--- config.mk ---
export PLATFORM = sky130hd
export DESIGN_NAME = fwd_scoreboard_unit
export DESIGN_NICKNAME = d
export VERILOG_FILES = /design/src/rtl/fwd_scoreboard_unit.sv
export SDC_FILE = /design/constraint.sdc
export NUM_CORES = 1
export LEC_CHECK = 0
export ABC_AREA = 1
export ABC_CLOCK_PERIOD_IN_PS = 2000
export BUFFER_PORTS_ARGS = -buffer_cell sky130_fd_sc_hd__buf_2
export CAP_MARGIN = 20
export CORE_MARGIN = 1
export CORE_UTILIZATION = 46
export CTS_BUF_LIST = sky130_fd_sc_hd__clkbuf_2 sky130_fd_sc_hd__clkbuf_4 sky130_fd_sc_hd__clkbuf_8
export CTS_CLUSTER_DIAMETER = 150
export CTS_CLUSTER_SIZE = 28
export DETAILED_ROUTE_END_ITERATION = 16
export GPL_TIMING_DRIVEN = 1
export PLACE_DENSITY = 0.77
export RECOVER_POWER = 25
export SYNTH_ARGS = -nofsm -noshare
export SYNTH_HDL_FRONTEND = slang
export SYNTH_SLANG_ARGS = --single-unit
--- constraint.sdc ---
create_clock -name clk -period 2 [get_ports clk]
set_input_delay 0.5 -clock clk [delete_from_list [all_inputs] [get_ports clk]]
set_output_delay 0.5 -clock clk [all_outputs]
set_load 0.02 [all_outputs]
--- src/rtl/fwd_scoreboard_unit.sv ---
// rtl/fwd_scoreboard_unit.sv - forwarding select / load-use interlock over an EX..WB destination scoreboard
// Optional stall-cycle counter enabled by defining FWD_STALL_CNT_EN.
module fwd_scoreboard_unit #(
   parameter int REG_AW  = 5,
   parameter int NUM_SRC = 2,
   parameter int DEPTH   = 3,
   parameter int SEL_W   = $clog2(DEPTH+1)
) (
   input  logic                       clk,
   input  logic                       rst,
   input  logic                       hold,
   input  logic                       id_valid,
   input  logic [NUM_SRC*REG_AW-1:0]  id_src,
   input  logic [NUM_SRC-1:0]         id_src_used,
   input  logic                       id_regwrite,
   input  logic [REG_AW-1:0]          id_rd,
   input  logic [SEL_W-1:0]           id_lat,
   output logic                       stall,
   output logic [NUM_SRC*SEL_W-1:0]   ex_fwd_sel,
   output logic [31:0]                stall_cnt
);

   logic [DEPTH:1]    sb_valid;
   logic [REG_AW-1:0] sb_rd  [1:DEPTH];
   logic [SEL_W-1:0]  sb_lat [1:DEPTH];

   logic [NUM_SRC*SEL_W-1:0] sel_next;
   logic                     any_haz;
   logic [SEL_W-1:0]         lat_clamped;
   logic                     ins_valid;

   // Youngest producer wins; the WB slot is excluded because the regfile writes before it reads.
   always_comb begin
      logic              found;
      logic [REG_AW-1:0] src;
      sel_next = '0;
      any_haz  = 1'b0;
      for (int i = 0; i < NUM_SRC; i++) begin
         found = 1'b0;
         src   = id_src[i*REG_AW +: REG_AW];
         for (int k = 1; k < DEPTH; k++) begin
            if (!found && id_src_used[i] && (src != '0) && sb_valid[k] && (sb_rd[k] == src)) begin
               found = 1'b1;
               if (SEL_W'(k) >= sb_lat[k])
                  sel_next[i*SEL_W +: SEL_W] = SEL_W'(k + 1);
               else
                  any_haz = 1'b1;
            end
         end
      end
   end

   assign stall = id_valid & any_haz & ~rst;

   always_comb begin
      lat_clamped = id_lat;
      if (id_lat == '0)
         lat_clamped = SEL_W'(1);
      else if (id_lat > SEL_W'(DEPTH - 1))
         lat_clamped = SEL_W'(DEPTH - 1);
   end

   assign ins_valid = id_valid & ~stall & id_regwrite & (id_rd != '0);

   always_ff @(posedge clk) begin
      if (rst) begin
         sb_valid   <= '0;
         ex_fwd_sel <= '0;
         for (int k = 1; k <= DEPTH; k++) begin
            sb_rd[k]  <= '0;
            sb_lat[k] <= '0;
         end
      end else if (!hold) begin
         sb_valid[1] <= ins_valid;
         sb_rd[1]    <= id_rd;
         sb_lat[1]   <= lat_clamped;
         for (int k = 2; k <= DEPTH; k++) begin
            sb_valid[k] <= sb_valid[k-1];
            sb_rd[k]    <= sb_rd[k-1];
            sb_lat[k]   <= sb_lat[k-1];
         end
         ex_fwd_sel <= (id_valid && !stall) ? sel_next : '0;
      end
   end

`ifdef FWD_STALL_CNT_EN
   logic [31:0] cnt_q;

   always_ff @(posedge clk) begin
      if (rst)
         cnt_q <= '0;
      else if (!hold && stall && (cnt_q != 32'hFFFF_FFFF))
         cnt_q <= cnt_q + 32'd1;
   end

   assign stall_cnt = cnt_q;
`else
   assign stall_cnt = 32'd0;
`endif

endmodule
==> metrics, run 1 <==
Fillers 315; routability cong. 0.9002; Avg WL per Cell 9.372 microns; CTS max path bufs 2; grt total ovfl 0; post-synthesis sequential area ratio 0.3639; Starting Density 0.4865; chip height 58.82 microns; Pwr Total 925.7 uW; Synth area leader edfxtp_1; GRT busiest layer met2; max-slew violation count 0; Max Clk Rate 451.5 MHz; Tmin final 2.215 ns; Net Sw Power 293.5 uW; r2r setup slk 0.41 ns; Rows 20; clk sinks 20; Max-slew headroom 0.6095; Peak VDD IR 0.3241 mV; initial DRC count 66; met2 Resource Use GR 0.2857; # setup viols final 1; failing checks negative setup slack; Final Hold Viols 0; FF+latch count, synth 20; Hold Crit Class flop to flop; met3 Usage GRT 0.02637; TritonCTS buffer count 3; Total GRT Usage 0.1765; H-tree depth 1; Syn-to-layout area delta 12.47%; Worst Path Arrival 1.71 ns; # Max-Cap Violations 0; CTS tree done; IO buf count 27; Worst EP required 1.50 ns; first-pass GRT wire length 4409 microns; Mean Syn Cell Area 6.660 sq um; library cells used by synthesis 19; sw frac 0.3170; Worst setup EP type output port; Max FO, Critical Path 3; Reg clk slew, reported paths 0.12 ns; post-route cell area 0.001670 sq mm; Post-DP Area 0.001600 sq mm; Antenna Nets Post-Route 0; largest net degree at the start of global routing 15; DP Cell Count 299; P_int 632.2 uW; share of layout cells above drive strength 1 0.2308; DR pass1 iterations 5; Root Buffer clkbuf_4; n_diodes 0; vias in the first global route 1049; power share of the clock group 0.265; DR vias 1306; Least-Margin Pin Slew 0.5852 ns; Worst Setup Start Kind flop; P per Cell Area 554.2 mW/mm^2; Yosys top cell area share 0.2831; Chip Width 58.82 microns; sequential share of power 0.523; Clock Latency Late Sink 0.31 ns; Yosys warning total 0; Core ar. 0.003053 sq mm; drt drc 0; Leakage 0.9457 nW; die area 0.003460 sq mm; fin nets 285; Ports 61; drt total wl 2849 microns; Post-DP HPWL 2235 microns; setup slack after layout -0.2148 ns; combinational share of power 0.213; antenna violations before repair 0; WS Path Type flop to output port; fin cells 304; Via density 4.296; RSZ-0062 raised after global routing true; met1 Use GR 0.2364; Area contributors post-synth edfxtp_1 (28%), nand2_1 (17%), buf_4 (16%), nor2_1 (8.6%), dfxtp_1 (8.1%); Syn Inst Count 223; clk_skew 0.002460 ns; final worst path period share 1.107; outcome finished, violations left; Mapped Area 0.001485 sq mm
==> cell type report <==
type                       count  area, sq um  area share
multi-input combinational    162        691.9      0.4142
sequential                    20        540.5      0.3236
timing repair buffer          35        200.2      0.1199
inverter                      39        146.4     0.08764
tap                           44        55.05     0.03296
clock buffer                   4        36.28     0.02172
==> worst paths after layout <==
kind,startpoint,endpoint,cells past startpoint
hold / removal,ex_fwd_sel[1]$_SDFFE_PP0N_,ex_fwd_sel[1]$_SDFFE_PP0N_,2
setup / recovery,sb_rd[1][1]$_SDFFCE_PN0P_,stall,11
hold reg to reg,ex_fwd_sel[1]$_SDFFE_PP0N_,ex_fwd_sel[1]$_SDFFE_PP0N_,2
setup reg to reg,sb_rd[1][1]$_SDFFCE_PN0P_,ex_fwd_sel[2]$_SDFFE_PP0N_,11
==> Yosys cell counts, drive strengths merged <==
cell type	instances
edfxtp	14
a21oi	1
a22o	1
conb	1
dfxtp	6
nor2	37
nand4	5
o21ai	3
nand3	12
o311ai	1
inv	39
buf	32
nand2	70
clkbuf	1
==> logic make-up (layout without fill, tap and decap cells) <==
kind of cell | Yosys count | in the layout | share of synthesized area
AO/OA/AOI/OAI | 6 | 6 | 0.02527
buffers and inverters | 72 | 78 | 0.2628
flip-flops | 20 | 20 | 0.3639
other | 1 | 32 | 0.002525
AND/OR/NAND/NOR | 124 | 124 | 0.3454
==> cell usage in the layout, fill, tap and decap left out, drive strengths merged <==
master and instances:
nand2 70, inv 39, nor2 37, buf 34, conb 32, edfxtp 14
nand3 12, dfxtp 6, nand4 5, clkbuf 5, o21ai 3, a21oi 1
o311ai 1, a22o 1
==> timing repair <==
item | CTS | global route
endpoints found under the hold margin | 0 | 0
hold buffers | 0 | 0
setup buffers | 0 | 1
resized for setup | 8 | 3
setup endpoints to repair | 1 | 1
pin swaps | 10 | 3
==> flip-flops by register name (all words and copies together), names as in the netlist <==
register and flops:
sb_rd 10, ex_fwd_sel 4, sb_lat 4, sb_valid 2
==> power by group through the flow <==
| stage | logic, mW | clock network [mW] | registers, mW |
|---|---|---|---|
| after floorplan | 0.184 | 0 | 0.487 |
| after global placement | 0.190 | 0 | 0.491 |
| after detailed placement | 0.192 | 0 | 0.493 |
| after CTS | 0.194 | 0.250 | 0.484 |
| after global routing | 0.222 | 0.260 | 0.486 |
| final | 0.197 | 0.245 | 0.484 |
==> worst max-delay path: stages (launching register included) <==
cell and delay, ns:
edfxtp_1 0.48, nand2_1 0.10, nand2_1 0.07, nor2_2 0.13, nand3_2 0.14, nand3_2 0.10, nand2_1 0.05, nand2_1 0.05
nand2_1 0.07, nand2_2 0.07, inv_2 0.04, buf_6 0.12
==> per-stage QoR <==
step	worst slack (ns)	hold slack, ns	util	TNS (ns)
finish	-0.2148	0.4556	0.5471	-0.2148
global route	-0.2913	0.4617	0.5471	-0.2913
CTS	-0.1925	0.4532	0.5410	-0.1925
detailed placement	-0.08718	0.4386	0.5242	-0.08718
global placement	-0.07429	0.4383	0.5242	-0.07429
floorplan	0.1740	0.4575	-	0
==> routing by layer <==
| metal | vias up | part of all wire |
|---|---|---|
| met5 | - | 0 |
| met4 | 0 | 0.017 |
| met3 | 5 | 0.048 |
| met2 | 45 | 0.45 |
| met1 | 570 | 0.48 |
| li1 | 686 | - |
Power figures use the tool's default switching activity.
==> run 2: changes to the inputs <==
- ABC_AREA: 1 -> default
- PLACE_DENSITY: 0.77 -> 0.79
==> metrics, run 2 <==
outcome finished, violations left; failing checks negative setup slack; Worst EP required 1.50 ns (about the same); DP Cell Count 203 (-32%); Pwr Total 874.8 uW (-5.5%); count leader, synth buf_4; largest net degree at the start of global routing 15 (unchanged); clk_skew 0.002494 ns (+0.00003417 ns); Leakage 0.7105 nW (-25%); CP max stage cell edfxtp_1; power share of the clock group 0.227 (-0.038); first-pass GRT wire length 4188 microns (-5.0%); TNS Setup -1.096 ns (-0.8810 ns); antenna violations before repair 0 (unchanged); DR pass1 iterations 4 (-1); commonest non-fill, non-tap cells in the layout conb_1 (32), buf_2 (25), buf_4 (20); IO buf count 27 (unchanged); Final Hold Viols 0 (unchanged); wire length on met3 137 microns (-0.72%); Post-DP HPWL 2130 microns (-4.7%); P_int 612.9 uW (-3.1%); CTS max path bufs 2 (unchanged); Peak VDD IR 0.3531 mV (+8.9%); Hold Crit Class input port to flop; drt drc 0 (unchanged); chip height 55.57 microns (-5.5%); r2r setup slk -0.10 ns (-0.51 ns); CP startpoint sb_rd[1][3]$_SDFFCE_PN0P_; final worst path period share 1.294 (+0.1863); Synth area leader edfxtp_1; Max-slew headroom 0.6477 (+0.03819); Least-Margin Pin Slew 0.5279 ns (-0.05723 ns); # setup viols final 6 (+5); WS Path Type flop to output port; Syn-to-layout area delta 17.06%; Worst Setup Start Kind flop; Buf/Inv on CP 1 (-1); n_diodes 0 (unchanged); largest stage delay on the critical path 0.47 ns (about the same); Commonest cells post-synth buf_4 (32), edfxtp_1 (14), and2_1 (13); max reg flops 10 (unchanged); Critical Path End stall; Reg2Reg Depth 7 (-4); library cells used by synthesis 28 (+9); P per Cell Area 566.1 mW/mm^2 (+2.2%); FFs w/ async S/R, synth 0 (unchanged); Post-DP Area 0.001514 sq mm (-5.4%); setup slack after layout -0.5873 ns (-0.3725 ns); Ports 61 (unchanged); Tmin final 2.587 ns (+0.3725 ns); Reg with most FFs sb_rd; Worst setup EP type output port; routed length on met2 1250 microns (-2.8%); combinational share of power 0.215 (+0.002); worst flop-to-flop path startpoint sb_rd[1][3]$_SDFFCE_PN0P_; TritonCTS buffer count 3 (unchanged); Top Metal Used met4; Worst Path Arrival 2.09 ns (+0.38 ns); initial DRC count 9 (-86%); Mean Syn Cell Area 10.31 sq um (+55%); DR vias 964 (-26%); Syn Inst Count 128 (-43%); Max Clk Rate 386.5 MHz (-14%); post-route cell area 0.001545 sq mm (-7.5%); sequential share of power 0.558 (+0.035); Root Buffer clkbuf_4; FF-to-FF End sb_valid[1]$_SDFFE_PP0N_; Starting Density 0.4828 (-0.003638); Total GRT Usage 0.1840 (+0.007515); vias in the first global route 927 (-12%); pre-CTS WS -0.5797 ns (-0.4926 ns); RSZ-0062 raised after global routing true; post-synthesis sequential area ratio 0.4095 (+0.04554); max-slew violation count 0 (unchanged); Rows 19 (-5.0%); H-tree depth 1 (unchanged); sw frac 0.2995 (-0.01759); Mapped Area 0.001320 sq mm (-11%); Area contributors post-synth edfxtp_1 (32%), buf_4 (18%), dfxtp_1 (9.1%), xnor2_1 (6.6%), xor2_1 (6.6%); FF+latch count, synth 20 (unchanged); CP delay by family, top simple AND/OR/NAND/NOR gates; # Max-Cap Violations 0 (unchanged); Clock Latency Late Sink 0.31 ns (about the same); Net Sw Power 262.0 uW (-11%); Post-synth EDFFs 14 (unchanged); CTS tree done; Chip Width 55.57 microns (-5.5%); Reg clk slew, reported paths 0.11 ns (about the same); Top FF cell, synth edfxtp_1; Avg WL per Cell 12.25 microns (+31%); die area 0.003088 sq mm (-11%); Levels on crit path 7 (-4); share of layout cells above drive strength 1 0.2881 (+0.05737); Core ar. 0.002734 sq mm (-10%); drt total wl 2548 microns (-11%); routability cong. 0.8292 (-7.9%); grt total ovfl 0 (unchanged); clk sinks 20 (unchanged); biggest regs sb_rd x10, ex_fwd_sel x4, sb_lat x4; commonest non-fill, non-tap cell in the layout conb_1; fin cells 208 (-32%); Max FO, Critical Path 3 (unchanged); fin nets 202 (-29%); Yosys top cell area share 0.3185 (+0.03542); Via density 4.635 (+7.9%); Antenna Nets Post-Route 0 (unchanged); met1 WL 1083 microns (-21%); Yosys warning total 0 (unchanged); cells along the critical path xor2_1 > nor4_1 > nand4_1 > a22o_1 > a31oi_1 > nor3b_2 > buf_4
## run 2: cell types whose count changed after synthesis, moves of 4 or more
cell and delta:
inv_1 -30, a22o_1 +4, nor3_1 +4, xnor2_1 +10, and2_1 +13, xor2_1 +10
nand3_1 -10, nand2_1 -62, nor2_1 -30, inv_2 -8
## run 2: metrics by stage
step	utilization	hold slack, ns
final	0.5652	0.4224
after global routing	0.5652	0.4225
after CTS	0.5670	0.4127
after detailed placement	0.5538	0.4629
after global placement	0.5538	0.4578
after floorplan	-	0.4849
## run 2: how the worst min path moves through the flow
| stage | startpoint | endpoint | slack [ns] | cells past startpoint |
|---|---|---|---|---|
| global placement | ex_fwd_sel[2]$_SDFFE_PP0N_ | ex_fwd_sel[2]$_SDFFE_PP0N_ | 0.46 | 1 |
| global route | id_regwrite | sb_valid[1]$_SDFFE_PP0N_ | 0.42 | 2 |
| floorplan | sb_valid[1]$_SDFFE_PP0N_ | sb_valid[1]$_SDFFE_PP0N_ | 0.48 | 1 |
| finish | rst | sb_valid[2]$_SDFFE_PP0N_ | 0.42 | 2 |
| detailed placement | ex_fwd_sel[2]$_SDFFE_PP0N_ | ex_fwd_sel[2]$_SDFFE_PP0N_ | 0.46 | 1 |
| CTS | rst | sb_valid[2]$_SDFFE_PP0N_ | 0.41 | 2 |
## run 2: area by class of cell
| cell class | count | area, sq um |
|---|---|---|
| tap | 31 | 38.79 |
| sequential | 20 | 540.5 |
| clock buffer | 3 | 22.52 |
| fill | 241 | 1189 |
| inverter | 1 | 3.754 |
| clock inverter | 1 | 3.754 |
| timing repair buffer | 47 | 282.8 |
| multi-input combinational | 105 | 653.1 |
## run 2: power by group through the flow
stage	Combinational [mW]	Sequential (mW)	Clock, mW
floorplan	0.162	0.494	0
global placement	0.176	0.497	0
detailed placement	0.186	0.499	0
CTS	0.189	0.489	0.205
global route	0.205	0.491	0.222
finish	0.188	0.488	0.198
## run 2: metal layers
layer	vias up	global-route usage
met3	6	0.03953
met5	-	0
met2	47	0.3012
li1	476	-
met4	0	0.1250
met1	435	0.2158
## run 2: kinds of logic (layout without fill, tap and decap cells)
kind of cell	after synthesis	count (layout)	share of synthesized area
other	1	32	0.002841
xor gates and xnor gates	20	20	0.1327
AOI/OAI and AO/OA	12	12	0.08910
muxes	1	1	0.007583
DFF	20	20	0.4095
buffers and inverters	34	52	0.1877
and+or+nand+nor	40	40	0.1706
## run 2: repair_timing
action                                  4_1_cts  5_1_grt
endpoints found under the setup margin        6        6
cloned                                        0        0
gates resized for setup                       1        0
buffers inserted                              2        1
pin swaps                                    12        6
hold buffers                                  0        0
==> run 3: changes to the inputs <==
- CORE_MARGIN: 1 -> 2
- CORE_UTILIZATION: 46 -> 48
- PLACE_DENSITY: 0.79 -> 0.82
==> metrics, run 3 (synthesis gave the netlist of run 2 again) <==
Reg clk slew, reported paths 0.11 ns (about the same); first-pass GRT wire length 4112 microns (-1.8%); final worst path period share 1.305 (+0.01152); Chip Width 56.44 microns (+1.6%); Max Clk Rate 383.1 MHz (-0.88%); Worst setup EP type output port; Via density 4.625 (-0.21%); worst hold margin 0.4284 ns (+0.005976 ns); clk sinks 20 (unchanged); Worst Path Arrival 2.11 ns (+0.02 ns); Max-slew headroom 0.6583 (+0.01067); Leakage 0.7084 nW (-0.29%); biggest regs sb_rd x10, ex_fwd_sel x4, sb_lat x4; Total GRT Usage 0.1650 (-0.01907); Final Hold Viols 0 (unchanged); CTS tree done; outcome finished, violations left; commonest non-fill, non-tap cells in the layout conb_1 (32), buf_2 (25), buf_4 (19); Ports 61 (unchanged); Worst Setup Start Kind input port; Syn-to-layout area delta 19.05%; vias in the first global route 942 (+1.6%); TritonCTS buffer count 3 (unchanged); CTS max path bufs 2 (unchanged); cts hold-fix bufs 0 (unchanged); DR vias 962 (-0.21%); pre-CTS WS -0.5834 ns (-0.003691 ns); initial DRC count 11 (+2); Pwr Total 886.5 uW (+1.3%); Starting Density 0.4914 (+0.008546); Reg with most FFs sb_rd; drt total wl 2488 microns (-2.4%); routability cong. 0.9192 (+11%); setup slack after layout -0.6104 ns (-0.02304 ns); share of layout cells above drive strength 1 0.3164 (+0.02825); clk_skew 0.003687 ns (+0.001192 ns); Antenna Nets Post-Route 0 (unchanged); Post-DP HPWL 1966 microns (-7.7%); failing checks negative setup slack; chip height 56.44 microns (+1.6%); Avg WL per Cell 11.96 microns (-2.4%); commonest non-fill, non-tap cell in the layout conb_1; drt drc 0 (unchanged); Core ar. 0.002686 sq mm (-1.7%); fin nets 202 (unchanged); H-tree depth 1 (unchanged); antenna violations before repair 0 (unchanged); Least-Margin Pin Slew 0.5119 ns (-0.01599 ns); Root Buffer clkbuf_4; P per Cell Area 564.1 mW/mm^2 (-0.36%); grt total ovfl 0 (unchanged); Hold Crit Class input port to flop; TNS Setup -1.677 ns (-0.5808 ns); # setup viols final 6 (unchanged); Clock Latency Late Sink 0.29 ns (-0.02 ns); RSZ-0062 raised after global routing true; Peak VDD IR 0.4988 mV (+41%); max-slew violation count 0 (unchanged); WS Path Type input port to output port; Max FO, Critical Path 3 (unchanged); n_diodes 0 (unchanged); Worst EP required 1.50 ns (about the same); max reg flops 10 (unchanged); # Max-Cap Violations 0 (unchanged); die area 0.003185 sq mm (+3.2%); DR pass1 iterations 3 (-1); largest net degree at the start of global routing 15 (unchanged); Rows 19 (unchanged); IO buf count 27 (unchanged); Tmin final 2.610 ns (+0.02304 ns)
[run 3: per-layer routing]
| layer | up-vias | wire length, microns | GRT usage |
|---|---|---|---|
| met1 | 443 | 1099 | 0.1953 |
| met3 | 2 | 112 | 0.02765 |
| li1 | 479 | - | - |
| met4 | 0 | 14 | 0.04762 |
| met2 | 38 | 1262 | 0.3023 |
| met5 | - | 0 | 0 |
[run 3: what timing repair did]
item,4_1_cts,5_1_grt
gates resized for setup,4,2
setup endpoints to repair,6,6
pin swaps,11,4
setup buffers,7,0
[run 3: worst max-delay path: stages]
cell and delay, ns:
buf_2 0.11, or4_1 0.55, o21ai_2 0.16, nand4b_1 0.17, a22o_1 0.20, a31oi_2 0.09
nor3b_2 0.16, buf_4 0.16
[run 3: stage by stage]
stage / utilization / cell area [sq um] / cells
finish: 0.5850 / 1572 / 208
global route: 0.5850 / 1572 / 208
CTS: 0.5841 / 1569 / 208
detailed placement: 0.5636 / 1514 / 203
global placement: 0.5636 / 1514 / 203
floorplan: - / 1441 / 159
[run 3: final cells by class]
type / instances / area (sq um)
tap: 31 / 38.79
fill: 242 / 1115
sequential: 20 / 540.5
multi-input combinational: 105 / 679.4
inverter: 1 / 3.754
timing repair buffer: 47 / 279.0
clock buffer: 4 / 30.03
[run 3: where the power goes]
group          internal, mW  switching (mW)  leakage, nW  total [mW]
registers             0.468          0.0197        0.201       0.488
logic                0.0701           0.116        0.489       0.186
clock network        0.0911           0.122       0.0184       0.213
[run 3: worst paths after layout]
| path | from | end | slack (ns) | cells after the start |
|---|---|---|---|---|
| setup / recovery | id_src[1] | stall | -0.61 | 8 |
| hold / removal | rst | sb_valid[2]$_SDFFE_PP0N_ | 0.43 | 2 |
| setup reg to reg | sb_rd[1][3]$_SDFFCE_PN0P_ | sb_valid[1]$_SDFFE_PP0N_ | -0.24 | 7 |
| hold reg to reg | ex_fwd_sel[0]$_SDFFE_PP0N_ | ex_fwd_sel[0]$_SDFFE_PP0N_ | 0.49 | 1 |
